### src/rtl/uart_pkg.sv
// Shared definitions for the UART receive/transmit pair: FSM states,
// default divider width and the parity helper used on both sides.
package uart_pkg;

    localparam int unsigned DEFAULT_DIVIDER_WIDTH = 16;

    typedef enum logic [2:0] {
        ST_IDLE,
        ST_START,
        ST_DATA,
        ST_PARITY,
        ST_STOP1,
        ST_STOP2
    } uart_state_e;

    // Parity bit value that makes the total count of ones (data + parity)
    // even when even=1, odd when even=0.
    function automatic logic parity_of(input logic [7:0] data, input logic even);
        return even ? (^data) : ~(^data);
    endfunction

endpackage

### src/rtl/uart_sync.sv
// Multi-flop synchroniser for the asynchronous serial line. Flops reset
// to 1 so the line reads as idle while reset is held.
module uart_sync #(
    parameter int unsigned SYNC_STAGES = 2
) (
    input  logic clock_i,
    input  logic reset_n_i,
    input  logic async_i,
    output logic sync_o
);

    logic [SYNC_STAGES-1:0] stages;

    // Shift the raw line through the synchroniser chain.
    always_ff @(posedge clock_i or negedge reset_n_i) begin
        if (!reset_n_i) begin
            stages <= '1;
        end else begin
            stages <= {stages[SYNC_STAGES-2:0], async_i};
        end
    end

    assign sync_o = stages[SYNC_STAGES-1];

endmodule

### src/rtl/uart_rx.sv
// UART receiver: start-edge detect, centre sampling of start/data/parity/
// stop bits, held byte with parity/frame flags, valid and overrun handling.
module uart_rx
    import uart_pkg::*;
#(
    parameter int unsigned SYNC_STAGES   = 2,
    parameter int unsigned DIVIDER_WIDTH = DEFAULT_DIVIDER_WIDTH
) (
    input  logic                     clock_i,
    input  logic                     reset_n_i,
    input  logic                     serial_i,
    input  logic                     read_i,
    input  logic                     two_stop_bits_i,
    input  logic                     parity_bit_i,
    input  logic                     parity_even_i,
    input  logic [DIVIDER_WIDTH-1:0] clock_divider_i,
    output logic [7:0]               data_o,
    output logic                     valid_o,
    output logic                     parity_error_o,
    output logic                     frame_error_o,
    output logic                     overrun_o,
    output logic                     busy_o
);

    logic                     rx;
    logic                     rx_prev;
    uart_state_e              state;
    uart_state_e              state_next;
    logic [DIVIDER_WIDTH-1:0] count;
    logic [DIVIDER_WIDTH-1:0] period;
    logic [DIVIDER_WIDTH-1:0] period_eff;
    logic [DIVIDER_WIDTH-1:0] half_m1;
    logic [DIVIDER_WIDTH-1:0] period_m1;
    logic [2:0]               bit_idx;
    logic [7:0]               shreg;
    logic                     parity_en;
    logic                     parity_even;
    logic                     two_stop;
    logic                     parity_err;
    logic                     frame_err;
    logic                     start_det;
    logic                     bit_end;
    logic                     complete;

    uart_sync #(
        .SYNC_STAGES(SYNC_STAGES)
    ) u_sync (
        .clock_i   (clock_i),
        .reset_n_i (reset_n_i),
        .async_i   (serial_i),
        .sync_o    (rx)
    );

    assign period_eff = (clock_divider_i < DIVIDER_WIDTH'(2)) ? DIVIDER_WIDTH'(2) : clock_divider_i;
    assign half_m1    = (period >> 1) - DIVIDER_WIDTH'(1);
    assign period_m1  = period - DIVIDER_WIDTH'(1);
    assign start_det  = (state == ST_IDLE) && rx_prev && !rx;
    assign bit_end    = (state == ST_START) ? (count == half_m1) : (count == period_m1);
    assign busy_o     = (state != ST_IDLE);

    // FSM state register.
    always_ff @(posedge clock_i or negedge reset_n_i) begin
        if (!reset_n_i) begin
            state <= ST_IDLE;
        end else begin
            state <= state_next;
        end
    end

    // Next-state logic; completion fires at the centre of the last stop bit
    // so a start edge right after it is still seen from IDLE.
    always_comb begin
        state_next = state;
        complete   = 1'b0;
        case (state)
            ST_IDLE: begin
                if (start_det) state_next = ST_START;
            end
            ST_START: begin
                if (bit_end) state_next = rx ? ST_IDLE : ST_DATA;
            end
            ST_DATA: begin
                if (bit_end && (bit_idx == 3'd7)) state_next = parity_en ? ST_PARITY : ST_STOP1;
            end
            ST_PARITY: begin
                if (bit_end) state_next = ST_STOP1;
            end
            ST_STOP1: begin
                if (bit_end) begin
                    if (two_stop) begin
                        state_next = ST_STOP2;
                    end else begin
                        state_next = ST_IDLE;
                        complete   = 1'b1;
                    end
                end
            end
            ST_STOP2: begin
                if (bit_end) begin
                    state_next = ST_IDLE;
                    complete   = 1'b1;
                end
            end
            default: state_next = ST_IDLE;
        endcase
    end

    // Bit timing, config latch on start edge, shift register and per-frame flags.
    always_ff @(posedge clock_i or negedge reset_n_i) begin
        if (!reset_n_i) begin
            rx_prev     <= 1'b1;
            count       <= '0;
            period      <= DIVIDER_WIDTH'(2);
            bit_idx     <= '0;
            shreg       <= '0;
            parity_en   <= 1'b0;
            parity_even <= 1'b0;
            two_stop    <= 1'b0;
            parity_err  <= 1'b0;
            frame_err   <= 1'b0;
        end else begin
            rx_prev <= rx;
            if (start_det) begin
                count       <= '0;
                period      <= period_eff;
                parity_en   <= parity_bit_i;
                parity_even <= parity_even_i;
                two_stop    <= two_stop_bits_i;
                bit_idx     <= '0;
                parity_err  <= 1'b0;
                frame_err   <= 1'b0;
            end else if (state != ST_IDLE) begin
                count <= bit_end ? '0 : count + DIVIDER_WIDTH'(1);
                if (bit_end) begin
                    case (state)
                        ST_DATA: begin
                            shreg   <= {rx, shreg[7:1]};
                            bit_idx <= bit_idx + 3'd1;
                        end
                        ST_PARITY: parity_err <= (rx != parity_of(shreg, parity_even));
                        ST_STOP1, ST_STOP2: begin
                            if (!rx) frame_err <= 1'b1;
                        end
                        default: ;
                    endcase
                end
            end
        end
    end

    // Host-facing holding registers, valid handshake and overrun pulse.
    always_ff @(posedge clock_i or negedge reset_n_i) begin
        if (!reset_n_i) begin
            data_o         <= '0;
            valid_o        <= 1'b0;
            parity_error_o <= 1'b0;
            frame_error_o  <= 1'b0;
            overrun_o      <= 1'b0;
        end else begin
            overrun_o <= complete && valid_o && !read_i;
            if (complete) begin
                data_o         <= shreg;
                parity_error_o <= parity_err;
                frame_error_o  <= frame_err | ~rx;
                valid_o        <= 1'b1;
            end else if (read_i) begin
                valid_o <= 1'b0;
            end
        end
    end

endmodule

### config.mk
export PLATFORM = sky130hd
export DESIGN_NAME = uart_rx
export DESIGN_NICKNAME = d
export VERILOG_FILES = /design/src/rtl/uart_pkg.sv /design/src/rtl/uart_sync.sv /design/src/rtl/uart_rx.sv
export SDC_FILE = /design/constraint.sdc
export NUM_CORES = 1
export LEC_CHECK = 0
export ABC_AREA = 1
export CAP_MARGIN = 20
export CORE_MARGIN = 2
export CORE_UTILIZATION = 41
export CTS_BUF_LIST = sky130_fd_sc_hd__clkbuf_8
export CTS_CLUSTER_SIZE = 12
export DETAILED_ROUTE_END_ITERATION = 6
export DONT_BUFFER_PORTS = 1
export MAX_ROUTING_LAYER = met4
export PLACE_DENSITY = 0.59
export SYNTH_ARGS = -nofsm -noshare
export SYNTH_HDL_FRONTEND = slang
export SYNTH_SLANG_ARGS = --single-unit
### constraint.sdc
create_clock -name clock_i -period 3.6 [get_ports clock_i]
set_clock_uncertainty 0.15 [all_clocks]
set_input_delay 0.54 -clock clock_i [delete_from_list [all_inputs] [get_ports clock_i]]
set_output_delay 0.54 -clock clock_i [all_outputs]
set_load 0.005 [all_outputs]
==> results by group <==
Finish
  – Nets: 622
  – P&R area growth vs syn: 8.469%
  – Finished Layout Cells: about 740
  – Design area: 4599 um^2
  – Layout cells sized above 1: about an eighth
  – ANT cells: 0

Worst hold path
  – Hold WC Path Type: input port to flop
  – Hold Crit Start: serial_i

Clocking
  – CTS max path bufs: 2
  – Total CTS buffers: 9
  – H-Tree Depth: 3
  – TritonCTS Sinks: 66
  – CTS tree: built
  – CTS clock-pin slew for the worst setup and hold paths: about 70 ps
  – CTS root buf: clkbuf_8
  – Clk_lat worst skew: around 360 ps

Yosys
  – Synth top area share: 36.59%
  – Count leader, synth: nand2_1
  – Post-synth EDFFs: 0
  – Area contributors post-synth: dfrtp_1, nand2_1, nand3_1
  – Mean Syn Cell Area: ~7 um^2
  – Unique masters post-synth: 40
  – Most used DFF post-synth: dfrtp_1
  – Cell Area, Synth: 4240 um^2
  – Async SR Flop Fraction: between 90% and 100%
  – Yosys warning total: 0
  – Mapped Cells: 591
  – Net Count, Synth: 618
  – Share of the yosys chip area belonging to registers: between 30% and 40%
  – Library cell with the largest summed area after synthesis: dfrtp_1
  – FF+latch count, synth: 66
  – Synth top cells by count: nand2_1, dfrtp_1, inv_1

Timing
  – Setup total negative slack: 0 ps
  – Endpoints failing setup: 0
  – Final Hold Fails: 0
  – Final Slew Violations: 0
  – Unrepaired setup endpoints after global routing: false
  – Worst-Margin Slew: 516.1 ps
  – Rel. slew slack: 65.55%
  – Final Cycle Share: 89.16%
  – Fin crit period: about 3200 ps
  – Fmax: 311.6 MHz
  – Fin Hold WS: 24.57 ps

Global routing
  – Total gr overflow: 0
  – Vias in the first global route: ~3,500
  – Pin count of the biggest net entering global routing: 67
  – First-pass GRT wire length: around 17,000 um
  – Initial antenna violation count: 0
  – Overall Global Routing Usage: 19.41%

Place
  – Post-DP HPWL: 7392 um
  – Dpl cells: ~720
  – RePlAce Congestion: 0.9302
  – Placed Area: 4342 um^2
  – Port Buf Inserts: 0

Drt
  – Total number of vias: 3,606
  – Post-DR wirelength/cell: ~13 um
  – Drt drc: 0
  – Pre-antenna DRT Iters: 4
  – DRT antenna net count: 0
  – Drt initial violations: 184
  – Final wirelength: between 9000 and 10,000 um
  – Vias per cell: roughly 5

Flow run
  – Max Cap Viol: 0

Power
  – PwrDens: 800.2 nW/um^2
  – P_leak: 2.270 nW
  – Peak supply drop: 364.6 uV

Critical path
  – Crit path launch type: flop
  – CP startpoint: state[2]
  – Critical path capture point type: flop
  – Crit path kind: flop to flop
  – FF-to-FF Start: state[2]
  – CP arrival: roughly 3300 ps
  – Worst-path fanout max: 11
  – CP required: approximately 3700 ps

Die
  – Die W: roughly 110 um
  – Die Ht: 105.7 um
  – Row count: 37
  – Initial Util: 41.63%
  – Die ar.: 11,170 um^2
  – Ports: 36
  – CORE AREA: 10,180 um^2

Status
  – Outcome: finished, final reports clean
## final timing paths
| path | endpoint | slack [ps] | cells after the start |
|---|---|---|---|
| min in group asynchronous | data_o[7] | 590 | 2 |
| worst max-delay path | count[13] | 390 | 18 |
| worst max register to register | count[13] | 390 | 18 |
| worst min-delay path | u_sync.stages[0] | 20 | 0 |
| worst min register to register | u_sync.stages[1] | 210 | 0 |
| max in group asynchronous | period[1] | 2410 | 2 |
## flip-flops by register name, indices dropped and copies added, names as in the netlist, 2 cells and up
register and flops:
bit_idx 3, count 16, data_o 8, period 16, shreg 8, state 3, u_sync.stages 2
## cell usage in the layout (no fill, tap or decap), types with 2 or more instances in the layout
master,count
nand2_1,201
dfrtp_1,61
inv_1,60
nand3_1,54
nor2_1,44
xor2_1,20
o21ai_1,17
o21ai_0,16
nand2_2,14
nor3_1,11
clkbuf_8,9
inv_2,8
a21oi_1,8
nor2_2,8
nor2_4,7
nand4_1,6
nor4_1,5
xnor2_1,4
ha_1,4
dfstp_2,4
buf_4,4
nand3_4,3
nand3_2,3
nor3_2,3
o21ai_2,2
o21bai_1,2
a22oi_1,2
clkinv_2,2
clkinv_4,2
## metal layers
metal / up-vias / GRT usage, % / part of all wire (%)
li1: 1885 / - / -
met1: 1644 / 27.04 / 50
met2: 64 / 28.20 / 43
met3: 13 / 4.391 / 4.7
met4: 0 / 6.015 / 1.6
met5: - / - / 0
## cell families after synthesis
logic type	after synthesis	share of synthesized area [%]
buffers and inverters	83	8.498
AO/OA/AOI/OAI	49	6.315
XOR/XNOR	24	4.957
AND/OR/NAND/NOR	365	39.98
adder cells (fa/ha/maj)	4	1.180
flip-flops	66	39.07
## worst max-delay path: stages (launching register included)
cell and delay, ps:
dfrtp_1 470, inv_4 130, nand2_2 60, nor2_1 230
nand2_1 100, nand2_2 130, ha_1 280, nand3_1 100
nor2_1 220, nand3_1 120, nand3_1 130, nand3_1 90
nor2_1 130, nand3_2 140, nor2_8 190, nor2_4 90
nor2_4 140, buf_12 140, nor3_2 40
## area by class of cell
class | count | area, um^2
Inverter | 69 | 261.5
Clock buffer | 9 | 123.9
Tap cell | 136 | 170.2
Fill cell | 1075 | 5585
Timing Repair Buffer | 7 | 87.58
Clock inverter | 7 | 70.07
Sequential cell | 66 | 1658
Multi-Input combinational cell | 442 | 2228
## report_power, final
part	total [W]	switching [W]	internal, W
combinational	0.00200	0.00136	0.000642
sequential	0.00106	0.000155	0.000906
clock	0.000621	0.000302	0.000319
total	0.00368	0.00181	0.00187
## stage by stage
stage	power [W]	util [%]	setup slack (ps)
after global placement	0.002994	42.63	448.3
after detailed placement	0.003028	42.63	323.1
after global routing	0.004042	45.16	37.23
after CTS	0.003679	44.90	285.1
final	0.003680	45.16	390.3
after floorplan	0.002634	-	849.9
## what timing repair did
item,4_1_cts,5_1_grt
hold buffers,2,0
endpoints found under the hold margin,66,0
buffers inserted,0,1
endpoints found under the setup margin,0,23
resized for setup,0,2
Power figures use the tool's default switching activity.
